==> src/rtl/uart_tx_periph_pkg.sv <==
// Shared definitions for the memory-mapped UART transmitter: register offsets,
// STATUS/CTRL bit positions, FSM encoding and the reset baud divisor.
package uart_tx_periph_pkg;

  localparam logic [1:0] REG_TXDATA  = 2'd0;
  localparam logic [1:0] REG_STATUS  = 2'd1;
  localparam logic [1:0] REG_DIVISOR = 2'd2;
  localparam logic [1:0] REG_CTRL    = 2'd3;

  localparam int ST_BUSY  = 0;
  localparam int ST_FULL  = 1;
  localparam int ST_EMPTY = 2;
  localparam int ST_OVF   = 3;

  localparam int CTRL_TX_EN  = 0;
  localparam int CTRL_IRQ_EN = 1;

  localparam int DIV_RESET_DEFAULT = 434;

  typedef enum logic [1:0] {
    S_IDLE,
    S_START,
    S_DATA,
    S_STOP
  } tx_state_e;

  // A zero divisor would stall the baud counter, so it is stored as 1.
  function automatic logic [15:0] sanitize_div(input logic [15:0] d);
    return (d == 16'd0) ? 16'd1 : d;
  endfunction

endpackage

==> src/rtl/uart_tx_periph_fifo.sv <==
// Synchronous FIFO feeding the UART serializer; a push while full is accepted
// only when a pop happens in the same cycle, otherwise it is reported as dropped.
module sync_fifo #(
  parameter int WIDTH = 8,
  parameter int DEPTH = 8,
  localparam int AW = $clog2(DEPTH),
  localparam int CW = AW + 1
) (
  input  logic             clk,
  input  logic             rst_n,
  input  logic             push_i,
  input  logic [WIDTH-1:0] data_i,
  input  logic             pop_i,
  output logic [WIDTH-1:0] data_o,
  output logic             full_o,
  output logic             empty_o,
  output logic             drop_o,
  output logic [CW-1:0]    count_o
);

  logic [WIDTH-1:0] mem_q [DEPTH];
  logic [AW-1:0]    wr_ptr_q, rd_ptr_q;
  logic [CW-1:0]    count_q;
  logic             push_ok, pop_ok;

  assign full_o  = (count_q == CW'(DEPTH));
  assign empty_o = (count_q == '0);
  assign pop_ok  = pop_i && !empty_o;
  assign push_ok = push_i && (!full_o || pop_ok);
  assign drop_o  = push_i && !push_ok;
  assign data_o  = mem_q[rd_ptr_q];
  assign count_o = count_q;

  // NOTE: storage has no reset; the pointers and count define validity, so
  // clearing the array would only add reset fanout.
  always_ff @(posedge clk) begin
    if (push_ok) mem_q[wr_ptr_q] <= data_i;
  end

  // NOTE: sequential state uses non-blocking assignments so every register
  // samples pre-edge values regardless of process ordering.
  always_ff @(posedge clk) begin
    if (!rst_n) begin
      wr_ptr_q <= '0;
      rd_ptr_q <= '0;
      count_q  <= '0;
    end else begin
      if (push_ok) wr_ptr_q <= wr_ptr_q + AW'(1);
      if (pop_ok)  rd_ptr_q <= rd_ptr_q + AW'(1);
      case ({push_ok, pop_ok})
        2'b10:   count_q <= count_q + CW'(1);
        2'b01:   count_q <= count_q - CW'(1);
        default: count_q <= count_q;
      endcase
    end
  end

endmodule

==> src/rtl/uart_tx_periph.sv <==
// Memory-mapped 8N1 UART transmitter: register decode, TX FIFO, baud counter and
// frame FSM. Define UART_TX_PERIPH_IRQ_EN to add irq_o and a writable CTRL.irq_en.
module uart_tx_periph
  import uart_tx_periph_pkg::*;
#(
  parameter int FIFO_DEPTH = 8,
  parameter int DIV_RESET  = DIV_RESET_DEFAULT
) (
  input  logic        clk,
  input  logic        rst_n,
  input  logic        rd_en_i,
  input  logic        wr_en_i,
  input  logic [31:0] addr_i,
  input  logic [31:0] data_i,
  output logic [31:0] data_o,
  output logic        tx_o
`ifdef UART_TX_PERIPH_IRQ_EN
  ,
  output logic        irq_o
`endif
);

  localparam int CW = $clog2(FIFO_DEPTH) + 1;

  logic [1:0]  sel;
  logic        wr_txdata, wr_status, wr_div, wr_ctrl;
  logic [15:0] divisor_q, divisor_d;
  logic        tx_en_q, tx_en_d, ovf_q, ovf_d;
  logic        irq_en_q;

  logic [7:0]    fifo_head;
  logic          fifo_full, fifo_empty, fifo_drop, fifo_pop;
  logic [CW-1:0] fifo_count;

  tx_state_e   state_q, state_d;
  logic [15:0] baud_q, baud_d, div_lat_q, div_lat_d;
  logic [2:0]  bit_q, bit_d;
  logic [7:0]  shift_q, shift_d;
  logic        start_ok, baud_done, busy;

  logic unused_bits;
  assign unused_bits = ^{addr_i[31:4], addr_i[1:0], data_i[31:16]};

  assign sel       = addr_i[3:2];
  assign wr_txdata = wr_en_i && (sel == REG_TXDATA);
  assign wr_status = wr_en_i && (sel == REG_STATUS);
  assign wr_div    = wr_en_i && (sel == REG_DIVISOR);
  assign wr_ctrl   = wr_en_i && (sel == REG_CTRL);

  sync_fifo #(.WIDTH(8), .DEPTH(FIFO_DEPTH)) u_fifo (
    .clk     (clk),
    .rst_n   (rst_n),
    .push_i  (wr_txdata),
    .data_i  (data_i[7:0]),
    .pop_i   (fifo_pop),
    .data_o  (fifo_head),
    .full_o  (fifo_full),
    .empty_o (fifo_empty),
    .drop_o  (fifo_drop),
    .count_o (fifo_count)
  );

  // NOTE: every always_comb output gets a default first so no path can infer a latch.
  always_comb begin
    divisor_d = divisor_q;
    tx_en_d   = tx_en_q;
    ovf_d     = ovf_q;
    if (wr_div)  divisor_d = sanitize_div(data_i[15:0]);
    if (wr_ctrl) tx_en_d = data_i[CTRL_TX_EN];
    if (fifo_drop) ovf_d = 1'b1;
    else if (wr_status && data_i[ST_OVF]) ovf_d = 1'b0;
  end

  always_ff @(posedge clk) begin
    if (!rst_n) begin
      divisor_q <= 16'(DIV_RESET);
      tx_en_q   <= 1'b0;
      ovf_q     <= 1'b0;
    end else begin
      divisor_q <= divisor_d;
      tx_en_q   <= tx_en_d;
      ovf_q     <= ovf_d;
    end
  end

`ifdef UART_TX_PERIPH_IRQ_EN
  logic irq_q;
  always_ff @(posedge clk) begin
    if (!rst_n) begin
      irq_en_q <= 1'b0;
      irq_q    <= 1'b0;
    end else begin
      if (wr_ctrl) irq_en_q <= data_i[CTRL_IRQ_EN];
      irq_q <= irq_en_q && (fifo_empty || ovf_q);
    end
  end
  assign irq_o = irq_q;
`else
  assign irq_en_q = 1'b0;
`endif

  // Frame FSM: state register, next-state logic, output logic.
  always_ff @(posedge clk) begin
    if (!rst_n) begin
      state_q   <= S_IDLE;
      baud_q    <= '0;
      bit_q     <= '0;
      shift_q   <= '0;
      div_lat_q <= '0;
    end else begin
      state_q   <= state_d;
      baud_q    <= baud_d;
      bit_q     <= bit_d;
      shift_q   <= shift_d;
      div_lat_q <= div_lat_d;
    end
  end

  assign start_ok  = tx_en_q && !fifo_empty;
  assign baud_done = (baud_q == 16'd0);

  always_comb begin
    state_d   = state_q;
    baud_d    = baud_q;
    bit_d     = bit_q;
    shift_d   = shift_q;
    div_lat_d = div_lat_q;
    fifo_pop  = 1'b0;
    if (state_q != S_IDLE && !baud_done) begin
      baud_d = baud_q - 16'd1;
    end else begin
      case (state_q)
        S_START: begin
          state_d = S_DATA;
          baud_d  = div_lat_q - 16'd1;
          bit_d   = 3'd0;
        end
        S_DATA: begin
          baud_d = div_lat_q - 16'd1;
          if (bit_q == 3'd7) begin
            state_d = S_STOP;
          end else begin
            bit_d   = bit_q + 3'd1;
            shift_d = shift_q >> 1;
          end
        end
        default: begin
          // IDLE, or the last STOP cycle: chain straight into the next frame.
          state_d = S_IDLE;
          if (start_ok) begin
            fifo_pop  = 1'b1;
            shift_d   = fifo_head;
            div_lat_d = divisor_q;
            baud_d    = divisor_q - 16'd1;
            state_d   = S_START;
          end
        end
      endcase
    end
  end

  always_comb begin
    tx_o = 1'b1;
    busy = (state_q != S_IDLE);
    case (state_q)
      S_START: tx_o = 1'b0;
      S_DATA:  tx_o = shift_q[0];
      default: tx_o = 1'b1;
    endcase
  end

  always_comb begin
    data_o = '0;
    if (rd_en_i) begin
      case (sel)
        REG_STATUS:  data_o[7:0] = {4'(fifo_count), ovf_q, fifo_empty, fifo_full, busy};
        REG_DIVISOR: data_o[15:0] = divisor_q;
        REG_CTRL:    data_o[1:0] = {irq_en_q, tx_en_q};
        default:     data_o = '0;
      endcase
    end
  end

endmodule
==> config.mk <==
export PLATFORM = sky130hd
export DESIGN_NAME = uart_tx_periph
export DESIGN_NICKNAME = d
export VERILOG_FILES = /design/src/rtl/uart_tx_periph_pkg.sv /design/src/rtl/uart_tx_periph_fifo.sv /design/src/rtl/uart_tx_periph.sv
export SDC_FILE = /design/constraint.sdc
export NUM_CORES = 1
export LEC_CHECK = 0
export CAP_MARGIN = 25
export CORE_MARGIN = 5
export CORE_UTILIZATION = 35
export CTS_CLUSTER_DIAMETER = 200
export DETAILED_ROUTE_END_ITERATION = 10
export PLACE_DENSITY = 0.62
export SYNTH_ARGS = -nofsm -noshare
export SYNTH_HDL_FRONTEND = slang
export SYNTH_SLANG_ARGS = --single-unit
export TNS_END_PERCENT = 10
==> constraint.sdc <==
create_clock -name clk -period 4.3 [get_ports clk]
set_clock_uncertainty 0.1 [all_clocks]
set_input_delay 0.43 -clock clk [delete_from_list [all_inputs] [get_ports clk]]
set_output_delay 0.43 -clock clk [all_outputs]
set_load 0.02 [all_outputs]
==> results of run 1 <==
-- flip-flops by register name, summed over array words and instances, names as in the netlist, named ones only --
| signal | cells |
|---|---|
| divisor_q | 16 |
| bit_q | 3 |
| u_fifo.rd_ptr_q | 3 |
| ovf_q | 1 |
| shift_q | 8 |
| tx_en_q | 1 |
| baud_q | 16 |
| state_q | 2 |
| u_fifo.mem_q | 64 |
| u_fifo.wr_ptr_q | 3 |
| div_lat_q | 16 |
| u_fifo.count_o | 4 |
-- report_power, final --
group | total [mW] | switching (mW) | internal [mW]
sequential | 1.53 | 0.0648 | 1.46
combinational | 1.51 | 0.934 | 0.579
clock | 1.53 | 0.602 | 0.925
-- layout make-up --
| type | instances | area (sq um) | share of cell area |
|---|---|---|---|
| clock buffer | 17 | 425.4 | 0.05220 |
| clock inverter | 15 | 187.7 | 0.02303 |
| inverter | 12 | 50.05 | 0.006141 |
| multi-input combinational | 491 | 3169 | 0.3889 |
| sequential | 140 | 3443 | 0.4225 |
| tap | 265 | 331.6 | 0.04068 |
| timing repair buffer | 57 | 543.0 | 0.06663 |
-- cells by family (layout without fill, tap and decap cells) --
kind of cell             count (synthesis)  count (layout)  synth area share
multiplexers                            55              55            0.1106
adder cells (fa/ha/maj)                 16              16           0.02912
buffers and inverters                   65             101           0.04732
other                                    1              16         0.0005454
AO/OA/AOI/OAI                          140             140            0.1259
AND/OR/NAND/NOR                        247             247            0.1640
flip-flops                             140             140            0.5008
XOR/XNOR                                17              17           0.02166
-- synth_stat cells, drive strengths merged, types with 4 or more instances --
library cell | n | area share
o21ai | 30 | 0.024
nor2 | 62 | 0.034
nand3 | 11 | 0.0080
a211oi | 4 | 0.0044
and3 | 8 | 0.0073
a22oi | 8 | 0.0087
nor4 | 5 | 0.0045
mux2 | 8 | 0.013
nand2b | 8 | 0.0073
or2 | 4 | 0.0040
and2 | 4 | 0.0036
mux4 | 16 | 0.052
xnor2 | 7 | 0.0089
mux2i | 31 | 0.045
nand3b | 4 | 0.0044
o211ai | 4 | 0.0044
a31oi | 6 | 0.0055
dfxtp | 76 | 0.22
inv | 10 | 0.0055
edfxtp | 64 | 0.28
nand2 | 105 | 0.057
o22ai | 5 | 0.0045
ha | 16 | 0.029
xor2 | 10 | 0.013
or3 | 5 | 0.0045
nor3 | 22 | 0.019
buf | 26 | 0.025
a21oi | 58 | 0.043
clkbuf | 27 | 0.015
-- worst paths after layout --
| kind | from | end | slack (ns) | cells after the start |
|---|---|---|---|---|
| worst max-delay path | baud_q[8]$_SDFFE_PN0P_ | u_fifo.count_o[2]$_SDFFE_PN0P_ | 0.59 | 13 |
| worst min-delay path | div_lat_q[15]$_SDFFE_PN0P_ | div_lat_q[15]$_SDFFE_PN0P_ | 0.36 | 2 |
| worst max register to register | baud_q[8]$_SDFFE_PN0P_ | u_fifo.count_o[2]$_SDFFE_PN0P_ | 0.59 | 13 |
| worst min register to register | div_lat_q[15]$_SDFFE_PN0P_ | div_lat_q[15]$_SDFFE_PN0P_ | 0.36 | 2 |
-- worst reg2reg max path: stages (launching register included) --
cell and delay [ns]:
dfxtp_1 0.37, or4_4 0.58, nor3_4 0.29, a21oi_2 0.20, or3_1 0.45, clkinv_4 0.21
o21ai_4 0.15, ha_1 0.27, xor2_1 0.17, ha_1 0.18, a21oi_1 0.14, xor2_1 0.09
or3_1 0.30, a21oi_1 0.14
-- metal layers --
metal	share of wire	up-vias	global-route usage	wire [um]
met3	0.054	17	0.03010	852
li1	-	2505	-	-
met1	0.48	2381	0.2058	7517
met4	0.013	0	0.04437	208
met5	0	-	0	0
met2	0.45	133	0.2226	7106
==> results.json, run 1 <==
{
  "vias": 5036,
  "cts_sinks": 140,
  "tightest_slew_ns": 0.7834,
  "p_leak_nw": 2.842,
  "grt_pass1_wl_um": 25490,
  "dieArea_sq_um": 22550,
  "rows": 51,
  "port_buffers": 38,
  "cts_hold_buf": 0,
  "grt_use_total": 0.1447,
  "drtAntennaViolNets": 0,
  "htree_num_levels": 4,
  "critical_path.top_delay_family": "simple AND/OR/NAND/NOR gates",
  "critPathMaxStageDelay_ns": 0.58,
  "peakVddDrop_mv": 0.2454,
  "final_area_sq_um": 8150,
  "fin_tns_setup_ns": 0,
  "outcome": "completed",
  "cts_resized": 0,
  "drive_gt1_frac": 0.1189,
  "syn_area_sq_um": 6875,
  "syn_avg_cell_area_sq_um": 10.10,
  "hold_viol": 0,
  "rsz0062_at_grt": "false",
  "yosys_warnings": 0,
  "setup.worst_path.start_class": "flop",
  "placed_cells": 965,
  "fin_crit_sh": 0.8627,
  "drt_iter0_markers": 305,
  "start_util": 0.3544,
  "maxCapViolations": 0,
  "synth_edf_count": 64,
  "crit_path_end_kind": "flop",
  "slew_violations": 0,
  "required_ns": 4.55,
  "max_freq_mhz": 269.6,
  "path_class": "flop to flop",
  "final_nets": 803,
  "clkTransAtPathRegs_ns": 0.06,
  "drc_errors": 0,
  "gr-total-overflow": 0,
  "area_growth_pct": 18.54,
  "mostFrequentLayoutCell": "nand2_1",
  "fp.dieH_um": 150.2,
  "hold_path_class": "flop to flop",
  "place_hpwl_um": 10650,
  "placed_area_sq_um": 7537,
  "coreArea_sq_um": 19400,
  "postLayoutCoreUtil": 0.4202,
  "gp_congestion": 0.8244,
  "setup_violations": 0,
  "grt_max_degree": 35,
  "ys.flop_type": "dfxtp_1",
  "yosysSeqAreaShare": 0.5008,
  "crit_path_top_delay_cell": "or4_4",
  "cp_max_fo": 23,
  "die_w_um": 150.2,
  "viasPerCell": 5.051,
  "synth.distinct_cells": 64,
  "power_density_nw_per_um2": 560.4,
  "ios": 101,
  "critPathArrivalTime_ns": 3.96,
  "post-place-ws_ns": 0.6281,
  "power.total_mw": 4.567,
  "n_antenna_cell": 0,
  "layout_setup_ws_ns": 0.5902,
  "relSlewSlack": 0.4771,
  "cts_tree": "done",
  "cts_buffer_depth": 2,
  "synth-seq-cells": 140,
  "first_global_vias": 4797,
  "dr.pass1.iters": 5,
  "critical_path.cell_chain": "or4_4, nor3_4, a21oi_2, or3_1, clkinv_4, o21ai_4, ha_1, xor2_1, ha_1, a21oi_1, xor2_1, or3_1, a21oi_1",
  "numCtsBuffers": 17,
  "hold_slack_ns": 0.3554,
  "root_buffer": "clkbuf_16",
  "cts_setup_buffers": 0,
  "synth_cells": 681,
  "timing.final.crit_period_ns": 3.710,
  "mostFrequentLayoutCells": "105 x nand2_1, 76 x dfxtp_1, 64 x edfxtp_1",
  "wl_um": 15690,
  "synthArstFlopShare": 0,
  "fin_cells": 997,
  "fillers": 1882,
  "clk_latency_ns": 0.42,
  "antenna_found_initial": 0,
  "wire_per_inst_um": 15.73,
  "critical_path_buf_inv_count": 1
}
Note: power is estimated with default switching activity, not from simulation.
==> run 2: changes to the inputs <==
--- a/config.mk
+++ b/config.mk
@@ -10,7 +10,7 @@
 export CORE_UTILIZATION = 35
 export CTS_CLUSTER_DIAMETER = 200
 export DETAILED_ROUTE_END_ITERATION = 10
-export PLACE_DENSITY = 0.62
+export PLACE_DENSITY_LB_ADDON = 0.3
 export SYNTH_ARGS = -nofsm -noshare
 export SYNTH_HDL_FRONTEND = slang
 export SYNTH_SLANG_ARGS = --single-unit
==> constraint.sdc (replaced) <==
create_clock -name clk -period 4.5 [get_ports clk]
set_clock_uncertainty 0.1 [all_clocks]
set_input_delay 0.45 -clock clk [delete_from_list [all_inputs] [get_ports clk]]
set_output_delay 0.45 -clock clk [all_outputs]
set_load 0.02 [all_outputs]
==> results.json, run 2 (synthesis gave the netlist of run 1 again) <==
{
  "cts_sinks": 140,
  "fin_tns_setup_ns": 0,
  "critPathArrivalTime_ns": 4.01,
  "timing.final.crit_period_ns": 3.762,
  "viasPerCell": 5.117,
  "setup.worst_path.start_class": "flop",
  "r2r_cells": 14,
  "root_buffer": "clkbuf_16",
  "fin_crit_sh": 0.8360,
  "required_ns": 4.75,
  "cts_buffer_depth": 2,
  "fillers": 1917,
  "hold_slack_ns": 0.3575,
  "hold_viol": 0,
  "first_global_vias": 4849,
  "cts_resized": 0,
  "place_hpwl_um": 10970,
  "drc_errors": 0,
  "p_leak_nw": 2.781,
  "slew_violations": 0,
  "antenna_found_initial": 0,
  "dieArea_sq_um": 22550,
  "placed_cells": 962,
  "clk_latency_ns": 0.42,
  "relSlewSlack": 0.4532,
  "grt_use_total": 0.1464,
  "rsz0062_at_grt": "false",
  "dr.pass1.iters": 5,
  "wl_um": 15990,
  "mostFrequentLayoutCells": "105 x nand2_1, 76 x dfxtp_1, 64 x edfxtp_1",
  "fp.dieH_um": 150.2,
  "n_antenna_cell": 0,
  "largest_register": "u_fifo.mem_q",
  "cts_setup_buffers": 0,
  "htree_num_levels": 4,
  "power.total_mw": 4.195,
  "grt_pass1_wl_um": 25870,
  "coreArea_sq_um": 19400,
  "cts_tree": "done",
  "gp_congestion": 0.8135,
  "maxCapViolations": 0,
  "path_class": "flop to flop",
  "setup_violations": 0,
  "crit_path_end_kind": "flop",
  "cp_max_fo": 23,
  "ios": 101,
  "min_delay_path_depth": 2,
  "largest_register_ffs": 64,
  "start_util": 0.3544,
  "hold_path_class": "flop to flop",
  "power_density_nw_per_um2": 521.1,
  "area_growth_pct": 17.11,
  "cts_hold_buf": 0,
  "mostFrequentLayoutCell": "nand2_1",
  "grt_max_degree": 53,
  "drt_iter0_markers": 329,
  "peakVddDrop_mv": 0.2313,
  "tightest_slew_ns": 0.8172,
  "clkTransAtPathRegs_ns": 0.06,
  "vias": 5086,
  "layout_setup_ws_ns": 0.7378,
  "drtAntennaViolNets": 0,
  "fin_cells": 994,
  "final_nets": 800,
  "gr-total-overflow": 0,
  "outcome": "completed",
  "port_buffers": 38,
  "die_w_um": 150.2,
  "drive_gt1_frac": 0.1152,
  "wire_per_inst_um": 16.09,
  "numCtsBuffers": 17,
  "max_freq_mhz": 265.8,
  "post-place-ws_ns": 0.7796,
  "rows": 51
}
==> run 2: cell count changes in the layout (fill, tap and decap cells not counted) <==
cell and delta:
buf_4 -3, bufinv_16 -3, clkinv_2 +1, clkinv_4 -1, clkinvlp_4 +3, inv_6 +2
inv_8 -2
==> run 2: layout make-up <==
class / instances / area, sq um / share of cell area
Inverter: 12 / 50.05 / 0.006216
Clock inverter: 15 / 111.4 / 0.01383
Sequential cell: 140 / 3443 / 0.4277
Tap cell: 265 / 331.6 / 0.04118
Multi-Input combinational cell: 491 / 3169 / 0.3936
Clock buffer: 17 / 425.4 / 0.05284
Timing Repair Buffer: 54 / 520.5 / 0.06465
==> run 2: worst paths after layout <==
kind | startpoint | end | slack [ns]
worst min-delay path | ovf_q$_SDFFE_PN0P_ | ovf_q$_SDFFE_PN0P_ | 0.36
worst max register to register | baud_q[9]$_SDFFE_PN0P_ | u_fifo.count_o[2]$_SDFFE_PN0P_ | 0.74
worst min register to register | ovf_q$_SDFFE_PN0P_ | ovf_q$_SDFFE_PN0P_ | 0.36
worst max-delay path | baud_q[9]$_SDFFE_PN0P_ | u_fifo.count_o[2]$_SDFFE_PN0P_ | 0.74
==> run 2: layer usage <==
metal,global-route usage,vias to the layer above,part of all wire
li1,-,2507,-
met1,0.2120,2465,0.50
met2,0.2208,97,0.45
met3,0.02890,17,0.040
met4,0.04666,0,0.016
met5,0,-,0
==> run 2: report_power, final <==
group	switching (mW)	internal (mW)
combinational	0.901	0.552
sequential	0.0636	1.40
clock	0.572	0.710
total	1.54	2.66
==> run 2: metrics by stage <==
step / util / cell area (sq um)
6_report: 0.4151 / 8051
5_1_grt: 0.4151 / 8051
4_1_cts: 0.4151 / 8051
3_5_place_dp: 0.3874 / 7515
3_3_place_gp: 0.3860 / 7487
2_1_floorplan: - / 6932
==> run 2: critical path, stage by stage (launching register included) <==
cell and delay [ns]:
dfxtp_1 0.38, or4_4 0.57, nor3_4 0.30, a21oi_2 0.11, or3_1 0.35, buf_4 0.22
clkinv_4 0.20, o21ai_4 0.14, ha_1 0.27, xor2_1 0.16, ha_1 0.18, a21oi_1 0.14
xor2_1 0.10, or3_1 0.32, a21oi_1 0.14
==> run 3: changes to the inputs <==
==> constraint.sdc (replaced) <==
create_clock -name clk -period 3.24 [get_ports clk]
set_clock_uncertainty 0.1 [all_clocks]
set_input_delay 0.324 -clock clk [delete_from_list [all_inputs] [get_ports clk]]
set_output_delay 0.324 -clock clk [all_outputs]
set_load 0.02 [all_outputs]
==> results.json, run 3 (synthesis gave the netlist of run 1 again) <==
{
  "power.total_mw": 6.097,
  "drt_iter0_markers": 308,
  "critical_path.top_delay_family": "simple AND/OR/NAND/NOR gates",
  "drive_gt1_frac": 0.1548,
  "ios": 101,
  "outcome": "completed",
  "rows": 51,
  "cts_buffer_depth": 2,
  "path_class": "flop to flop",
  "seq_power_share": 0.330,
  "fin_cells": 1021,
  "coreArea_sq_um": 19400,
  "critical_path_buf_inv_count": 1,
  "placed_cells": 990,
  "hold_viol": 0,
  "setup_violations": 0,
  "area_growth_pct": 20.86,
  "fp.dieH_um": 150.2,
  "clk_latency_ns": 0.43,
  "first_global_vias": 4865,
  "numCtsBuffers": 17,
  "clkTransAtPathRegs_ns": 0.06,
  "final_area_sq_um": 8309,
  "dieArea_sq_um": 22550,
  "grt_pass1_wl_um": 26070,
  "setup.worst_path.start_class": "flop",
  "placed_area_sq_um": 7732,
  "largest_register": "u_fifo.mem_q",
  "maxCapViolations": 0,
  "antenna_found_initial": 0,
  "p_int_mw": 3.940,
  "power_density_nw_per_um2": 733.7,
  "critPathArrivalTime_ns": 3.37,
  "cts_resized": 0,
  "relSlewSlack": 0.4839,
  "crit_path_end_kind": "flop",
  "mostFrequentLayoutCell": "nand2_1",
  "gp_congestion": 0.8388,
  "layout_setup_ws_ns": 0.1199,
  "swShare": 0.3538,
  "peakVddDrop_mv": 0.4292,
  "grt_use_total": 0.1470,
  "htree_num_levels": 4,
  "cts_sinks": 140,
  "cts_setup_buffers": 0,
  "postLayoutCoreUtil": 0.4283,
  "gr-total-overflow": 0,
  "timing.final.crit_period_ns": 3.120,
  "wire_per_inst_um": 15.77,
  "grt_max_degree": 40,
  "largest_register_ffs": 64,
  "max_freq_mhz": 320.5,
  "drtAntennaViolNets": 0,
  "switchingPower_mw": 2.157,
  "cp_max_fo": 5,
  "post-place-ws_ns": 0.02004,
  "fillers": 1898,
  "final_nets": 828,
  "start_util": 0.3544,
  "critPathMaxStageDelay_ns": 0.57,
  "critical_path.cell_chain": "or4_4, nor3_4, a21oi_2, or3_4, clkinv_4, o21ai_4, ha_4, xor2_1, ha_1, a21oi_2, xor2_1, or3_1, a21oi_1",
  "drc_errors": 0,
  "cts_tree": "done",
  "p_leak_nw": 2.931,
  "slew_violations": 0,
  "n_antenna_cell": 0,
  "vias": 5125,
  "port_buffers": 38,
  "wl_um": 16100,
  "required_ns": 3.49,
  "viasPerCell": 5.020,
  "fin_crit_sh": 0.9630,
  "comb_power_share": 0.371,
  "crit_path_top_delay_cell": "or4_4",
  "tightest_slew_ns": 0.7730,
  "cts_hold_buf": 0,
  "place_hpwl_um": 11300,
  "mostFrequentLayoutCells": "105 x nand2_1, 76 x dfxtp_1, 64 x edfxtp_1",
  "dr.pass1.iters": 5,
  "pwr-share-clk": 0.300,
  "hold_path_class": "flop to flop",
  "root_buffer": "clkbuf_16",
  "rsz0062_at_grt": "true",
  "die_w_um": 150.2
}
[run 3: power groups by stage]
stage	clock network [mW]	logic [mW]	registers, mW
2_1_floorplan	0	1.64	2.04
3_3_place_gp	0	2.22	2.05
3_5_place_dp	0	2.23	2.05
4_1_cts	1.86	2.24	2.01
5_1_grt	1.94	2.51	2.02
6_report	1.83	2.26	2.01
[run 3: final timing paths]
| check | start | endpoint | slack, ns | cells after the start |
|---|---|---|---|---|
| min reg2reg | div_lat_q[15]$_SDFFE_PN0P_ | div_lat_q[15]$_SDFFE_PN0P_ | 0.36 | 2 |
| min | div_lat_q[15]$_SDFFE_PN0P_ | div_lat_q[15]$_SDFFE_PN0P_ | 0.36 | 2 |
| max reg2reg | baud_q[8]$_SDFFE_PN0P_ | u_fifo.count_o[2]$_SDFFE_PN0P_ | 0.12 | 13 |
| max | baud_q[8]$_SDFFE_PN0P_ | u_fifo.count_o[2]$_SDFFE_PN0P_ | 0.12 | 13 |
[run 3: tightest hold or removal path: stages, from the launching register on]
cell and delay, ns:
dfxtp_1 0.31, nand2_1 0.05, a21oi_1 0.05
[run 3: area by class of cell]
| cell class | count | area, sq um | share of cell area |
|---|---|---|---|
| Inverter | 12 | 50.05 | 0.006023 |
| Timing Repair Buffer | 82 | 723.2 | 0.08704 |
| Clock buffer | 18 | 429.2 | 0.05165 |
| Clock inverter | 13 | 116.4 | 0.01400 |
| Multi-Input combinational cell | 491 | 3216 | 0.3870 |
| Sequential cell | 140 | 3443 | 0.4144 |
| Tap cell | 265 | 331.6 | 0.03990 |
[run 3: through the flow]
stage               hold WS (ns)  setup TNS, ns
finish                    0.3564              0
global route              0.3754       -0.04903
CTS                       0.3578              0
detailed placement        0.3487              0
global placement          0.3443              0
floorplan                 0.3229        -0.1611
[run 3: layer usage]
| metal | wire (um) | vias up | track usage |
|---|---|---|---|
| met4 | 236 | 0 | 0.05581 |
| met1 | 7948 | 2436 | 0.2076 |
| li1 | - | 2561 | - |
| met3 | 680 | 16 | 0.02769 |
| met5 | 0 | - | 0 |
| met2 | 7233 | 112 | 0.2244 |
